**src/rtl/mpc_sram_req_ctrl.sv**
```systemverilog
// mpc_sram_req_ctrl
// Request/response front-end for the single-port 1RW SRAM wrapper (mpc_sram).
// A valid/ready request stream is turned into SRAM accesses. Read data, which
// arrives one cycle after the read strobe, is captured into a small response
// FIFO, so consumer backpressure never loses a word. A request is only accepted
// while the FIFO has a free slot for every read still in the pipe. This credit
// check covers writes too, which keeps ordering trivial.
// Optional feature macro: MPC_SRAM_REQ_CTRL_PARITY_EN
//   When defined, an even-parity bit is appended as the SRAM word MSB on writes.
//   It is checked on read capture and reported on rsp_err alongside the data.
//   When undefined, the SRAM word is DATA_SIZE wide and rsp_err is tied to 0.
module mpc_sram_req_ctrl #(
   parameter  int ADDR_SIZE = 8,
   parameter  int DATA_SIZE = 32,
   parameter  int RSP_DEPTH = 4,
   localparam int SRAM_W    = DATA_SIZE
`ifdef MPC_SRAM_REQ_CTRL_PARITY_EN
                              + 1
`endif
) (
   input  logic                 clk,
   input  logic                 rst_n,
   input  logic                 req_valid,
   output logic                 req_ready,
   input  logic                 req_we,
   input  logic [ADDR_SIZE-1:0] req_addr,
   input  logic [DATA_SIZE-1:0] req_wdata,
   output logic                 rsp_valid,
   input  logic                 rsp_ready,
   output logic [DATA_SIZE-1:0] rsp_rdata,
   output logic                 rsp_err,
   output logic                 sram_cs,
   output logic                 sram_we,
   output logic [ADDR_SIZE-1:0] sram_addr,
   output logic [SRAM_W-1:0]    sram_wdata,
   input  logic [SRAM_W-1:0]    sram_rdata
);

   localparam int CNT_W = $clog2(RSP_DEPTH + 1);
   localparam int PTR_W = $clog2(RSP_DEPTH);
   localparam logic [CNT_W:0]   DEPTH_EXT = (CNT_W + 1)'(RSP_DEPTH);
   localparam logic [CNT_W-1:0] COUNT_FULL = CNT_W'(RSP_DEPTH);
   localparam logic [PTR_W-1:0] PTR_LAST = PTR_W'(RSP_DEPTH - 1);

   logic [CNT_W-1:0] count_q, count_d;
   logic             inflight_q, inflight_d;
   logic [PTR_W-1:0] wrPtr_q, wrPtr_d;
   logic [PTR_W-1:0] rdPtr_q, rdPtr_d;
   logic [CNT_W:0]   creditsUsed;
   logic             readIssue;
   logic             push;
   logic             pop;

   logic [DATA_SIZE-1:0] dataMem [RSP_DEPTH];

   // Pointers wrap with an explicit compare so non-power-of-2 depths work.
   function automatic logic [PTR_W-1:0] nextPtr(input logic [PTR_W-1:0] p);
      return (p == PTR_LAST) ? '0 : p + PTR_W'(1);
   endfunction

   // Credit check: occupied slots plus the read whose data lands next cycle.
   // Only registered state feeds req_ready, so it never depends on req_valid.
   assign creditsUsed = {1'b0, count_q} + {{CNT_W{1'b0}}, inflight_q};
   assign req_ready   = (creditsUsed < DEPTH_EXT);

   // The issue path is a pure pass-through in the accept cycle. we is masked
   // when the SRAM is not selected, so the SRAM never sees a stray write strobe.
   assign sram_cs   = req_valid && req_ready;
   assign sram_we   = sram_cs && req_we;
   assign sram_addr = req_addr;
   assign readIssue = sram_cs && !req_we;

`ifdef MPC_SRAM_REQ_CTRL_PARITY_EN
   assign sram_wdata = {^req_wdata, req_wdata};
`else
   assign sram_wdata = req_wdata;
`endif

   // A read issued last cycle has its SRAM data on sram_rdata now, so the data
   // is captured unconditionally. Credits guarantee that a slot is free.
   assign push      = inflight_q;
   assign rsp_valid = (count_q != '0);
   assign pop       = rsp_valid && rsp_ready;
   assign rsp_rdata = dataMem[rdPtr_q];

   // Next-state for occupancy, the in-flight flag and the FIFO pointers.
   always_comb begin
      count_d    = count_q;
      inflight_d = readIssue;
      wrPtr_d    = wrPtr_q;
      rdPtr_d    = rdPtr_q;
      if (push) begin
         wrPtr_d = nextPtr(wrPtr_q);
      end
      if (pop) begin
         rdPtr_d = nextPtr(rdPtr_q);
      end
      case ({push, pop})
         2'b10:   count_d = count_q + CNT_W'(1);
         2'b01:   count_d = count_q - CNT_W'(1);
         default: count_d = count_q;
      endcase
   end

   // Control state register. Reset drops any in-flight read and flushes the FIFO.
   always_ff @(posedge clk or negedge rst_n) begin
      if (!rst_n) begin
         count_q    <= '0;
         inflight_q <= 1'b0;
         wrPtr_q    <= '0;
         rdPtr_q    <= '0;
      end else begin
         count_q    <= count_d;
         inflight_q <= inflight_d;
         wrPtr_q    <= wrPtr_d;
         rdPtr_q    <= rdPtr_d;
      end
   end

   // Response data storage. It has no reset because the pointers define validity.
   always_ff @(posedge clk) begin
      if (push) begin
         dataMem[wrPtr_q] <= sram_rdata[DATA_SIZE-1:0];
      end
   end

`ifdef MPC_SRAM_REQ_CTRL_PARITY_EN
   logic errMem [RSP_DEPTH];

   // Parity over the full SRAM word, so any single-bit flip reads back as odd.
   // It is stored with the data so that rsp_err stays aligned to its response.
   always_ff @(posedge clk) begin
      if (push) begin
         errMem[wrPtr_q] <= ^sram_rdata;
      end
   end

   assign rsp_err = errMem[rdPtr_q];
`else
   assign rsp_err = 1'b0;
`endif

`ifndef SYNTHESIS
   // The credit scheme must make FIFO overflow and underflow unreachable.
   noOverflow: assert property (@(posedge clk) disable iff (!rst_n)
      push |-> (count_q != COUNT_FULL));
   noUnderflow: assert property (@(posedge clk) disable iff (!rst_n)
      pop |-> (count_q != '0));
`endif

endmodule
```
**config.mk**
```make
export PLATFORM = sky130hd
export DESIGN_NAME = mpc_sram_req_ctrl
export DESIGN_NICKNAME = d
export VERILOG_FILES = /design/src/rtl/mpc_sram_req_ctrl.sv
export SDC_FILE = /design/constraint.sdc
export NUM_CORES = 1
export LEC_CHECK = 0
export BUFFER_PORTS_ARGS = -buffer_cell sky130_fd_sc_hd__buf_2
export CAP_MARGIN = 20
export CORE_MARGIN = 8
export CORE_UTILIZATION = 48
export DETAILED_ROUTE_END_ITERATION = 7
export GPL_ROUTABILITY_DRIVEN = 0
export PLACE_DENSITY = 0.74
export SLEW_MARGIN = 20
export SYNTH_ARGS = -nofsm -noshare
export SYNTH_HDL_FRONTEND = slang
export SYNTH_SLANG_ARGS = --single-unit
```
**constraint.sdc**
```tcl
create_clock -name clk -period 5.7 [get_ports clk]
set_input_delay 0 -clock clk [delete_from_list [all_inputs] [get_ports clk]]
set_output_delay 0 -clock clk [all_outputs]
set_load 0.01 [all_outputs]
```
==> Implementation_results.wiki <==
{| class="wikitable"
! Metric !! Value
|-
| CP delay by family, top || buffers and inverters
|-
| Via count of the first global-routing pass || 2897
|-
| Max stage delay on crit path || 0.62 ns
|-
| Standard cell core area || 11300 um^2
|-
| Post-synthesis sequential area ratio || 0.739
|-
| Achievable frequency || 440 MHz
|-
| Final setup violating endpoints || 0
|-
| Fraction of layout cells with a size suffix above 1 || 0.425
|-
| Critical-path top delay cell || sky130_fd_sc_hd__dfrtp_2
|-
| Final clock skew || 0.00800 ns
|-
| DRC viols || 0
|-
| Max-capacitance violation count || 0
|-
| Pins Over Slew Limit || 0
|-
| Worst-skew pair later-pin latency || 0.41 ns
|-
| Pre-Repair DR Iteration Count || 5
|-
| Initial core utilization || 0.486
|-
| Total placed instance area || 5620 um^2
|-
| Global-route usage over all layers || 0.136
|-
| CTS tree || done
|-
| Setup crit end kind || output pin
|-
| Yosys synthesis warning count || 0
|-
| Layout area overhead || 20.6%
|-
| Yosys cell types || 27
|-
| Number of inserted diodes || 0
|-
| Clock transition at the register clock pins on the worst setup and hold paths after CTS || 0.06 ns
|-
| DRT antenna net count || 0
|-
| Clock Sink Count || 136
|-
| Post-Route Utilization || 0.586
|-
| Type of the worst setup path || reg2out
|-
| Overflow left after global routing || 0
|-
| Clock buffers created by TritonCTS || 17
|-
| I/O pin count || 154
|-
| Actual slew at the worst max-slew pin || 0.920 ns
|-
| Post-cts repair resize count || 0
|-
| Maximum number of pins on one net before global-route repair || 35
|-
| Number of antenna violations at the first check in global routing || 0
|-
| Drt via density || 5.16
|-
| Power density over the cells || 474 nW/um^2
|-
| CTS H-tree depth || 4
|-
| Number of nets in the synthesized netlist || 340
|-
| Starting DRC count in detailed routing || 110
|-
| Root cell of the clock tree || sky130_fd_sc_hd__clkbuf_16
|-
| Hold/Removal Path Class || in2out
|-
| Maximum clock insertion buffer count || 2
|-
| Number of failing hold endpoints at the final stage || 0
|-
| Hold slack final || 0.00000341 ns
|-
| Setup TNS || 0 ns
|-
| Worst relative slew slack || 0.387
|-
| Gate count after technology mapping || 256
|-
| Height of the chip || 123 um
|-
| First-pass GRT wire length || 15000 um
|-
| Data arrival time of the worst path || 2.27 ns
|-
| Status || finished clean
|-
| Number of synthesized register bits || 136
|-
| Number of placement rows || 39
|-
| Buffers & Inverters on Critical Path || 2
|-
| Vias || 2533
|-
| Summed instance area of the synthesized netlist || 5470 um^2
|-
| IO Port Bufs || 72
|-
| Full die area || 15100 um^2
|-
| RSZ-0062 raised after global routing || false
|-
| IR Drop Worst-Case VDD || 0.000213 V
|-
| CP Max Fanout || 24
|-
| Crit-path cells || buf_4 -> mux4_2 -> buf_2
|-
| Detail-routed net length per standard cell || 19.7 um
|-
| Syn_area_per_cell || 21.4 um^2
|-
| Post-route clock period utilization || 0.399
|-
| Count of nets after finishing || 419
|-
| Startpoint class of the critical path || flop
|-
| Instance count after placement with tap cells included || 422
|-
| Sum of routed wire length over all layers || 9650 um
|-
| Standby leakage power || 2.36 nW
|-
| Final non-filler cell area || 6600 um^2
|-
| Non-filler instance count after layout || 491
|-
| Die Width || 123 um
|-
| Final critical path time including I/O delays and setup || 2.27 ns
|-
| Data required time at the worst endpoint || 5.70 ns
|-
| Half-perimeter wire length after detailed placement || 5800 um
|}
[path summary, 6_finish.rpt]
kind	cells past startpoint	slack (ns)	from	endpoint
setup / recovery	3	3.43	rdPtr_q[0]	rsp_rdata[5]
hold / removal	0	0.000003	req_wdata[10]	sram_wdata[10]
setup reg to reg	7	3.78	count_q[0]	count_q[1]
hold reg to reg	1	0.59	count_q[0]	count_q[0]
max in group asynchronous	3	4.79	rst_n	rdPtr_q[0]
min in group asynchronous	3	0.59	rst_n	rdPtr_q[1]
[state kept, by name (all words and copies together), names as in the netlist]
signal      cells
count_q         3
dataMem       128
inflight_q      1
rdPtr_q         2
wrPtr_q         2
[cell families (layout without fill, tap and decap cells)]
kind of cell / Yosys count / after routing / synth area share
compound gates: 4 / 4 / 0.00571
xor+xnor: 3 / 3 / 0.00480
fa+ha+maj: 7 / 7 / 0.0174
buf+inv: 58 / 150 / 0.0793
flops: 136 / 136 / 0.739
mux: 35 / 35 / 0.139
other cells: 1 / 1 / 0.000685
simple gates: 12 / 12 / 0.0142
[metrics by stage]
step           total power (W)  setup slack, ns
2_1_floorplan          0.00185             3.87
3_3_place_gp           0.00202             3.79
3_5_place_dp           0.00203             3.77
4_1_cts                0.00317             3.32
5_1_grt                0.00326             3.24
6_report               0.00313             3.43
[cell usage in the layout (no fill, tap or decap), types with 3 or more instances in the layout]
| cell type | instances |
|---|---|
| sky130_fd_sc_hd__dfrtp_1 | 6 |
| sky130_fd_sc_hd__buf_2 | 72 |
| sky130_fd_sc_hd__inv_1 | 6 |
| sky130_fd_sc_hd__and2_2 | 4 |
| sky130_fd_sc_hd__edfxtp_1 | 128 |
| sky130_fd_sc_hd__ha_1 | 6 |
| sky130_fd_sc_hd__dlygate4sd3_1 | 37 |
| sky130_fd_sc_hd__mux4_2 | 32 |
| sky130_fd_sc_hd__clkbuf_16 | 17 |
| sky130_fd_sc_hd__clkinvlp_4 | 3 |
| sky130_fd_sc_hd__bufinv_16 | 4 |
| sky130_fd_sc_hd__clkinv_2 | 5 |
[metal layers]
metal | GRT usage | wire [um]
met2 | 0.217 | 4770
met4 | 0.0769 | 240
met5 | 0 | 0
met1 | 0.154 | 3740
met3 | 0.0547 | 894
[where the power goes]
part,leakage (nW),switching (W),total [W],internal [W]
combinational,0.811,0.000318,0.000705,0.000387
clock,0.293,0.000394,0.00112,0.000724
sequential,1.25,0.000116,0.00131,0.00119
total,2.36,0.000828,0.00313,0.00230
[synthesized netlist by cell type]
cell type                  count  area share
sky130_fd_sc_hd__nor2b_1       1      0.0011
sky130_fd_sc_hd__conb_1        1     0.00069
sky130_fd_sc_hd__and2_1        5      0.0057
sky130_fd_sc_hd__a311oi_2      1      0.0027
sky130_fd_sc_hd__ha_1          6       0.014
sky130_fd_sc_hd__dfrtp_1       8       0.037
sky130_fd_sc_hd__mux4_2       32        0.13
sky130_fd_sc_hd__buf_12        3       0.011
sky130_fd_sc_hd__o21ai_0       1     0.00091
sky130_fd_sc_hd__edfxtp_1    128        0.70
sky130_fd_sc_hd__or3_1         1      0.0011
sky130_fd_sc_hd__mux2_4        2      0.0055
sky130_fd_sc_hd__fa_1          1      0.0037
sky130_fd_sc_hd__xnor2_1       1      0.0016
sky130_fd_sc_hd__buf_6         1      0.0021
sky130_fd_sc_hd__mux2i_1       1      0.0018
sky130_fd_sc_hd__nand2_1       1     0.00069
sky130_fd_sc_hd__nand2_4       1      0.0021
sky130_fd_sc_hd__nor2_1        2      0.0014
sky130_fd_sc_hd__inv_2         2      0.0014
sky130_fd_sc_hd__a31oi_1       1      0.0011
sky130_fd_sc_hd__o21ai_1       1     0.00091
sky130_fd_sc_hd__inv_1         6      0.0041
sky130_fd_sc_hd__xor2_1        2      0.0032
sky130_fd_sc_hd__buf_2         5      0.0046
sky130_fd_sc_hd__or3_4         1      0.0021
sky130_fd_sc_hd__buf_4        41       0.056
[area by class of cell]
type	count	area, um^2
Clock inverter	15	184
Sequential cell	136	4050
Timing Repair Buffer	110	738
Inverter	8	30.0
Clock buffer	17	425
Tap cell	143	179
Fill cell	805	4670
Multi-Input combinational cell	62	1000
[timing repair]
item                                    4_1_cts  5_1_grt
hold endpoints to repair                    139        0
endpoints found under the setup margin        0        0
buffers inserted                              0        0
hold buffers                                 37        0
[worst register-to-register path, cell delays in order (launching register included)]
cell and delay, ns:
sky130_fd_sc_hd__dfrtp_1 0.44, sky130_fd_sc_hd__or3_4 0.43, sky130_fd_sc_hd__nand2_4 0.10, sky130_fd_sc_hd__inv_2 0.03, sky130_fd_sc_hd__ha_1 0.19, sky130_fd_sc_hd__inv_1 0.08, sky130_fd_sc_hd__fa_1 0.42, sky130_fd_sc_hd__mux2i_1 0.16
(Power assumes the default switching activity.)
